**src/rtl/multicycle_control.sv**
```systemverilog
// multicycle_control: multi-cycle MIPS+FPU main control FSM with memory wait states,
// FPU start/done handshake with timeout, and sticky exception cause.
module multicycle_control #(
   parameter bit MEM_WAIT_EN = 1'b1,
   parameter bit FP_EN       = 1'b1,
   parameter int FPU_TIMEOUT = 16
) (
   input  logic       clk,
   input  logic       rst_n,
   input  logic [5:0] instr_op,
   input  logic [5:0] instr_funct,
   input  logic       mem_ready,
   input  logic       fpu_done,
   input  logic       exc_clear,
   output logic       pc_write,
   output logic       pc_write_cond,
   output logic       i_or_d,
   output logic       ir_write,
   output logic       mem_read,
   output logic       mem_write,
   output logic       mem_to_reg,
   output logic       reg_dst,
   output logic       reg_write,
   output logic       alu_src_a,
   output logic [1:0] alu_src_b,
   output logic [1:0] pc_source,
   output logic [2:0] alu_ctl,
   output logic       fpo,
   output logic       fpu_start,
   output logic [1:0] exc_cause,
   output logic [3:0] state_dbg
);
   localparam int CW = $clog2(FPU_TIMEOUT + 1);

   typedef enum logic [3:0] {
      FETCH, DECODE, MEM_ADDR, MEM_READ, MEM_WB, MEM_WRITE, R_EXEC, R_WB,
      I_EXEC, I_WB, BRANCH, JUMP, FP_EXEC, FP_WAIT, FP_WB, TRAP
   } state_t;

   typedef struct packed {
      logic       pc_write;
      logic       pc_write_cond;
      logic       i_or_d;
      logic       ir_write;
      logic       mem_read;
      logic       mem_write;
      logic       mem_to_reg;
      logic       reg_dst;
      logic       reg_write;
      logic       alu_src_a;
      logic [1:0] alu_src_b;
      logic [1:0] pc_source;
      logic [2:0] alu_ctl;
      logic       fpo;
      logic       fpu_start;
   } ctl_t;

   state_t        state_q, state_d;
   logic [1:0]    exc_cause_q, exc_cause_d, cause_q, cause_d;
   logic [CW-1:0] cnt_q, cnt_d;
   logic          fp_q, fp_d, store_q, store_d;
   logic          rdy, funct_ok, fp_mem;
   logic [2:0]    funct_alu;
   ctl_t          c;

   assign rdy       = MEM_WAIT_EN ? mem_ready : 1'b1;
   assign fp_mem    = FP_EN && (instr_op == 6'b110001 || instr_op == 6'b111001);
   assign funct_ok  = instr_funct inside {6'b100000, 6'b100010, 6'b100100, 6'b100101, 6'b101010};
   assign funct_alu = instr_funct == 6'b100000 ? 3'b010 :
                      instr_funct == 6'b100010 ? 3'b110 :
                      instr_funct == 6'b100100 ? 3'b000 :
                      instr_funct == 6'b100101 ? 3'b001 : 3'b111;

   always_comb begin
      state_d     = state_q;
      exc_cause_d = exc_clear ? 2'b00 : exc_cause_q;
      cause_d     = cause_q;
      cnt_d       = cnt_q;
      fp_d        = fp_q;
      store_d     = store_q;
      c           = '0;
      case (state_q)
         FETCH: begin
            c.mem_read  = 1'b1;
            c.alu_src_b = 2'b01;
            c.alu_ctl   = 3'b010;
            c.ir_write  = rdy;
            c.pc_write  = rdy;
            state_d     = rdy ? DECODE : FETCH;
         end
         DECODE: begin
            c.alu_src_b = 2'b10;
            c.alu_ctl   = 3'b010;
            fp_d        = fp_mem || (FP_EN && instr_op == 6'b010001);
            store_d     = instr_op[3];
            cause_d     = 2'b01;
            case (instr_op)
               6'b000000: begin
                  state_d = funct_ok ? R_EXEC : TRAP;
                  cause_d = 2'b11;
               end
               6'b001000:            state_d = I_EXEC;
               6'b100011, 6'b101011: state_d = MEM_ADDR;
               6'b110001, 6'b111001: state_d = FP_EN ? MEM_ADDR : TRAP;
               6'b000100:            state_d = BRANCH;
               6'b000010:            state_d = JUMP;
               6'b010001:            state_d = FP_EN ? FP_EXEC : TRAP;
               default:              state_d = TRAP;
            endcase
         end
         MEM_ADDR: begin
            c.alu_src_a = 1'b1;
            c.alu_src_b = 2'b10;
            c.alu_ctl   = 3'b010;
            c.fpo       = fp_q;
            state_d     = store_q ? MEM_WRITE : MEM_READ;
         end
         MEM_READ: begin
            c.i_or_d   = 1'b1;
            c.mem_read = 1'b1;
            c.fpo      = fp_q;
            state_d    = rdy ? MEM_WB : MEM_READ;
         end
         MEM_WB: begin
            c.reg_write  = 1'b1;
            c.mem_to_reg = 1'b1;
            c.fpo        = fp_q;
            state_d      = FETCH;
         end
         MEM_WRITE: begin
            c.i_or_d    = 1'b1;
            c.mem_write = rdy;
            c.fpo       = fp_q;
            state_d     = rdy ? FETCH : MEM_WRITE;
         end
         R_EXEC: begin
            c.alu_src_a = 1'b1;
            c.alu_ctl   = funct_alu;
            state_d     = R_WB;
         end
         R_WB: begin
            c.reg_write = 1'b1;
            c.reg_dst   = 1'b1;
            state_d     = FETCH;
         end
         I_EXEC: begin
            c.alu_src_a = 1'b1;
            c.alu_src_b = 2'b10;
            c.alu_ctl   = 3'b010;
            state_d     = I_WB;
         end
         I_WB: begin
            c.reg_write = 1'b1;
            state_d     = FETCH;
         end
         BRANCH: begin
            c.alu_src_a     = 1'b1;
            c.alu_ctl       = 3'b110;
            c.pc_write_cond = 1'b1;
            c.pc_source     = 2'b01;
            state_d         = FETCH;
         end
         JUMP: begin
            c.pc_write  = 1'b1;
            c.pc_source = 2'b10;
            state_d     = FETCH;
         end
         FP_EXEC: begin
            c.fpu_start = 1'b1;
            c.fpo       = 1'b1;
            cnt_d       = '0;
            state_d     = FP_WAIT;
         end
         FP_WAIT: begin
            c.fpo = 1'b1;
            // done is tested first so a late result beats the timeout
            if (fpu_done) state_d = FP_WB;
            else if (cnt_q == CW'(FPU_TIMEOUT - 1)) begin
               state_d = TRAP;
               cause_d = 2'b10;
            end else cnt_d = cnt_q + CW'(1);
         end
         FP_WB: begin
            c.reg_write = 1'b1;
            c.reg_dst   = 1'b1;
            c.fpo       = 1'b1;
            state_d     = FETCH;
         end
         TRAP: begin
            c.pc_write  = 1'b1;
            c.pc_source = 2'b11;
            exc_cause_d = cause_q;
            state_d     = FETCH;
         end
      endcase
   end

   always_ff @(posedge clk or negedge rst_n) begin
      if (!rst_n) begin
         state_q     <= FETCH;
         exc_cause_q <= 2'b00;
         cause_q     <= 2'b00;
         cnt_q       <= '0;
         fp_q        <= 1'b0;
         store_q     <= 1'b0;
      end else begin
         state_q     <= state_d;
         exc_cause_q <= exc_cause_d;
         cause_q     <= cause_d;
         cnt_q       <= cnt_d;
         fp_q        <= fp_d;
         store_q     <= store_d;
      end
   end

   // FETCH decodes to nonzero strobes, so the controls are masked while in reset
   assign {pc_write, pc_write_cond, i_or_d, ir_write, mem_read, mem_write, mem_to_reg, reg_dst,
           reg_write, alu_src_a, alu_src_b, pc_source, alu_ctl, fpo, fpu_start} = rst_n ? c : '0;
   assign state_dbg = state_q;
   assign exc_cause = exc_cause_q;
endmodule

```
**config.mk**
```make
export PLATFORM = sky130hd
export DESIGN_NAME = multicycle_control
export DESIGN_NICKNAME = d
export VERILOG_FILES = /design/src/rtl/multicycle_control.sv
export SDC_FILE = /design/constraint.sdc
export NUM_CORES = 1
export LEC_CHECK = 0
export ABC_AREA = 1
export CAP_MARGIN = 20
export CORE_MARGIN = 2
export CORE_UTILIZATION = 41
export CTS_BUF_LIST = sky130_fd_sc_hd__clkbuf_8 sky130_fd_sc_hd__clkbuf_16
export DETAILED_ROUTE_END_ITERATION = 12
export HOLD_SLACK_MARGIN = 0.02
export PLACE_DENSITY = 0.76
export SYNTH_ARGS = -nofsm -noshare
export SYNTH_HDL_FRONTEND = slang
export SYNTH_SLANG_ARGS = --single-unit
```
**constraint.sdc**
```tcl
create_clock -name clk -period 1.74 [get_ports clk]
set_clock_uncertainty 0.2 [all_clocks]
set_input_delay 0.261 -clock clk [delete_from_list [all_inputs] [get_ports clk]]
set_output_delay 0.261 -clock clk [all_outputs]
set_load 0.02 [all_outputs]
```
==> impl_metrics.tcl <==
set metrics [dict create \
    timing.final.ws_setup_ns -0.2827 \
    syn_nets 221 \
    power_density_mw_per_mm2 1379 \
    yosys.cell_count.top_type "nand2_1" \
    clk_latency_ns 0.25 \
    rows 20 \
    overflow 0 \
    layout.nets 328 \
    wl_per_cell_um 17.14 \
    drt-vias-per-instance 5.548 \
    die_w_um 59.68 \
    wl_um 5844 \
    synth_top_cell_by_area "dfrtp_1" \
    antenna_found_initial 0 \
    hp-class "primary input to asynchronous set/reset pin" \
    synth_top_cells_by_count "35 x nand2_1, 33 x nor2_1, 29 x inv_1" \
    fp.dieArea_mm2 0.003562 \
    synth-edff-count 0 \
    drv_slew 0 \
    synth_area_leaders "dfrtp_1 30%, nand2_1 10%, nor2_1 9.7%" \
    syn_avg_cell_area_um2 6.293 \
    layout-drive-gt1-share_pct 55.52 \
    dpl.hpwl_um 3151 \
    crit_path_end_kind "output port" \
    p_int_w 0.001805 \
    syn2layout_area_growth_pct 98.62 \
    synth_flop_cell "dfrtp_1" \
    violations "setup timing" \
    setup_tns_ns -3.732 \
    criticalPathCategory "flip-flop to output port" \
    track_usage_pct 25.88 \
    synth_sequential_area_ratio_pct 29.53 \
    drc 0 \
    first_pass_iters 4 \
    synth.distinct_cells 28 \
    clk_pin_slew_worst_paths_ns 0.07 \
    diodes 0 \
    rr_worst_depth 10 \
    ant_nets 0 \
    ys_warn_count 0 \
    grt_max_degree 18 \
    p_leak_nw 1.315 \
    grt_pass1_wl_um 7072 \
    cts_tree "done" \
    synthCells 202 \
    hold_slack_ns 0.07634 \
    switchingPower_w 0.001678 \
    slew_headroom_pct 79.28 \
    synth_top_area_share_pct 29.53 \
    cts_max_level 1 \
    start_util_pct 42.33 \
    ys_ff_latch 15 \
    period_needed_ns 2.023 \
    root_buffer "clkbuf_8" \
    drt_iter0_drc 133 \
    ios 42 \
    die_h_um 59.68 \
    cap_violations 0 \
    netlist_area_mm2 0.001271 \
    fin_crit_sh_pct 116.2 \
    finalHoldViolations 0 \
    critPathLaunchType "flip-flop" \
    async_flop_share_pct 100.0 \
    port_buffers 41 \
    worst_ir_drop_vdd_uv 1053 \
    vias 1892 \
    setup-violations-final 23 \
    worstMarginPinSlew_ns 0.3096 \
    fmax_mhz 494.4 \
    pwr-share-clk_pct 8.6 \
    clock-sinks 15 \
    gp_congestion 0.8709 \
    clockBufferDepth 2 \
    p_comb_share_pct 72.9 \
    outcome "finished, violations left" \
    cts-buffers-inserted 3 \
    cp.arrival_ns 1.56 \
    seqPwrFrac_pct 18.6 \
    path_max_fanout 4 \
    grt_pass1_vias 1629 \
    rsz0062_at_grt "yes" \
    core_mm2 0.003003 \
    worstPathRequired_ns 1.28 \
    swShare_pct 48.18 \
]
==> cells by family (layout without fill, tap and decap cells) <==
logic type	count (synthesis)	after routing	synth area share [%]
AOI/OAI and AO/OA	28	28	12.89
and+or+nand+nor	114	114	42.42
adders and majority gates	2	2	1.968
muxes	1	1	0.7874
DFF	15	15	29.53
buffers and inverters	42	148	12.40
==> power by group through the flow <==
| stage | combinational (W) | clock (W) | sequential [W] |
|---|---|---|---|
| after global placement | 0.00185 | 0 | 0.000590 |
| after CTS | 0.00206 | 0.000282 | 0.000600 |
| after global routing | 0.00267 | 0.000307 | 0.000651 |
| after detailed placement | 0.00189 | 0 | 0.000594 |
| final | 0.00254 | 0.000298 | 0.000646 |
| after floorplan | 0.000915 | 0 | 0.000651 |
==> flip-flops by register name, indices dropped and copies added (netlist names) <==
register   cells
state_dbg      4
fp_q           1
store_q        1
cause_q        2
exc_cause      2
cnt_q          5
==> cell usage in the layout, fill, tap and decap left out, drive strengths merged, types with 3 or more instances in the layout <==
master          n
nand3          21
clkdlybuf4s50  11
dfrtp          15
dlygate4sd2     4
nand4           3
nor3            9
inv            40
dlymetal6s2s    6
a21oi          11
nand2          39
buf            81
nor2           41
a31oi           4
clkbuf          3
o21ai           7
==> per-layer routing <==
layer / vias up / share of wire (%) / GRT usage [%] / wire [um]
li1: 873 / - / - / -
met1: 868 / 38 / 31.81 / 2226
met2: 113 / 50 / 46.43 / 2909
met3: 38 / 6.9 / 2.814 / 401
met4: 0 / 5.2 / 8.889 / 306
met5: - / 0 / 0 / 0
==> what timing repair did <==
action | in CTS | in global routing
setup endpoints to repair | 26 | 30
pin swaps | 14 | 16
hold buffers | 1 | 0
endpoints found under the hold margin | 2 | 0
gates cloned | 0 | 0
resized for setup | 124 | 61
setup buffers | 7 | 7
==> final timing paths <==
kind                                                from                        to  slack, ns
min in group clk                             instr_op[3]       store_q$_DFFE_PN0P_       0.23
worst max register to register  state_dbg[1]$_DFFE_PN0P_  state_dbg[2]$_DFFE_PN0P_      -0.06
worst max-delay path            state_dbg[3]$_DFFE_PN0P_                alu_ctl[1]      -0.28
worst min register to register    cause_q[0]$_DFFE_PN0P_    cause_q[0]$_DFFE_PN0P_       0.33
max in group asynchronous                          rst_n  state_dbg[3]$_DFFE_PN0P_       0.66
worst min-delay path                               rst_n    cause_q[1]$_DFFE_PN0P_       0.08
==> cell type report <==
| type | count | area (um^2) |
|---|---|---|
| sequential | 15 | 380.4 |
| clock inverter | 1 | 5.005 |
| inverter | 41 | 167.7 |
| fill | 156 | 478.0 |
| multi-input combinational | 145 | 1017 |
| clock buffer | 3 | 41.29 |
| tap | 33 | 41.29 |
| timing repair buffer | 103 | 872.1 |
==> critical path, stage by stage (launching register included) <==
cell and delay [ns]:
dfrtp_2 0.46, inv_4 0.09, nand2_2 0.11, nor2_4 0.20, nand2_1 0.12, a31oi_4 0.19
buf_6 0.13
==> per-stage QoR <==
step           setup slack [ns]  util (%)  cells  area, um^2  power (W)
6_report                -0.2827     84.08    341        2525   0.003482
5_1_grt                 -0.3130     84.08    341        2525   0.003627
4_1_cts                 -0.1901     75.58    334        2270   0.002942
3_5_place_dp            -0.5828     71.29    322        2141   0.002488
3_3_place_gp            -0.5625     71.29    322        2141   0.002441
2_1_floorplan          -0.06419         -    202        1328   0.001565
No activity file was read; power rests on OpenSTA's default activity.
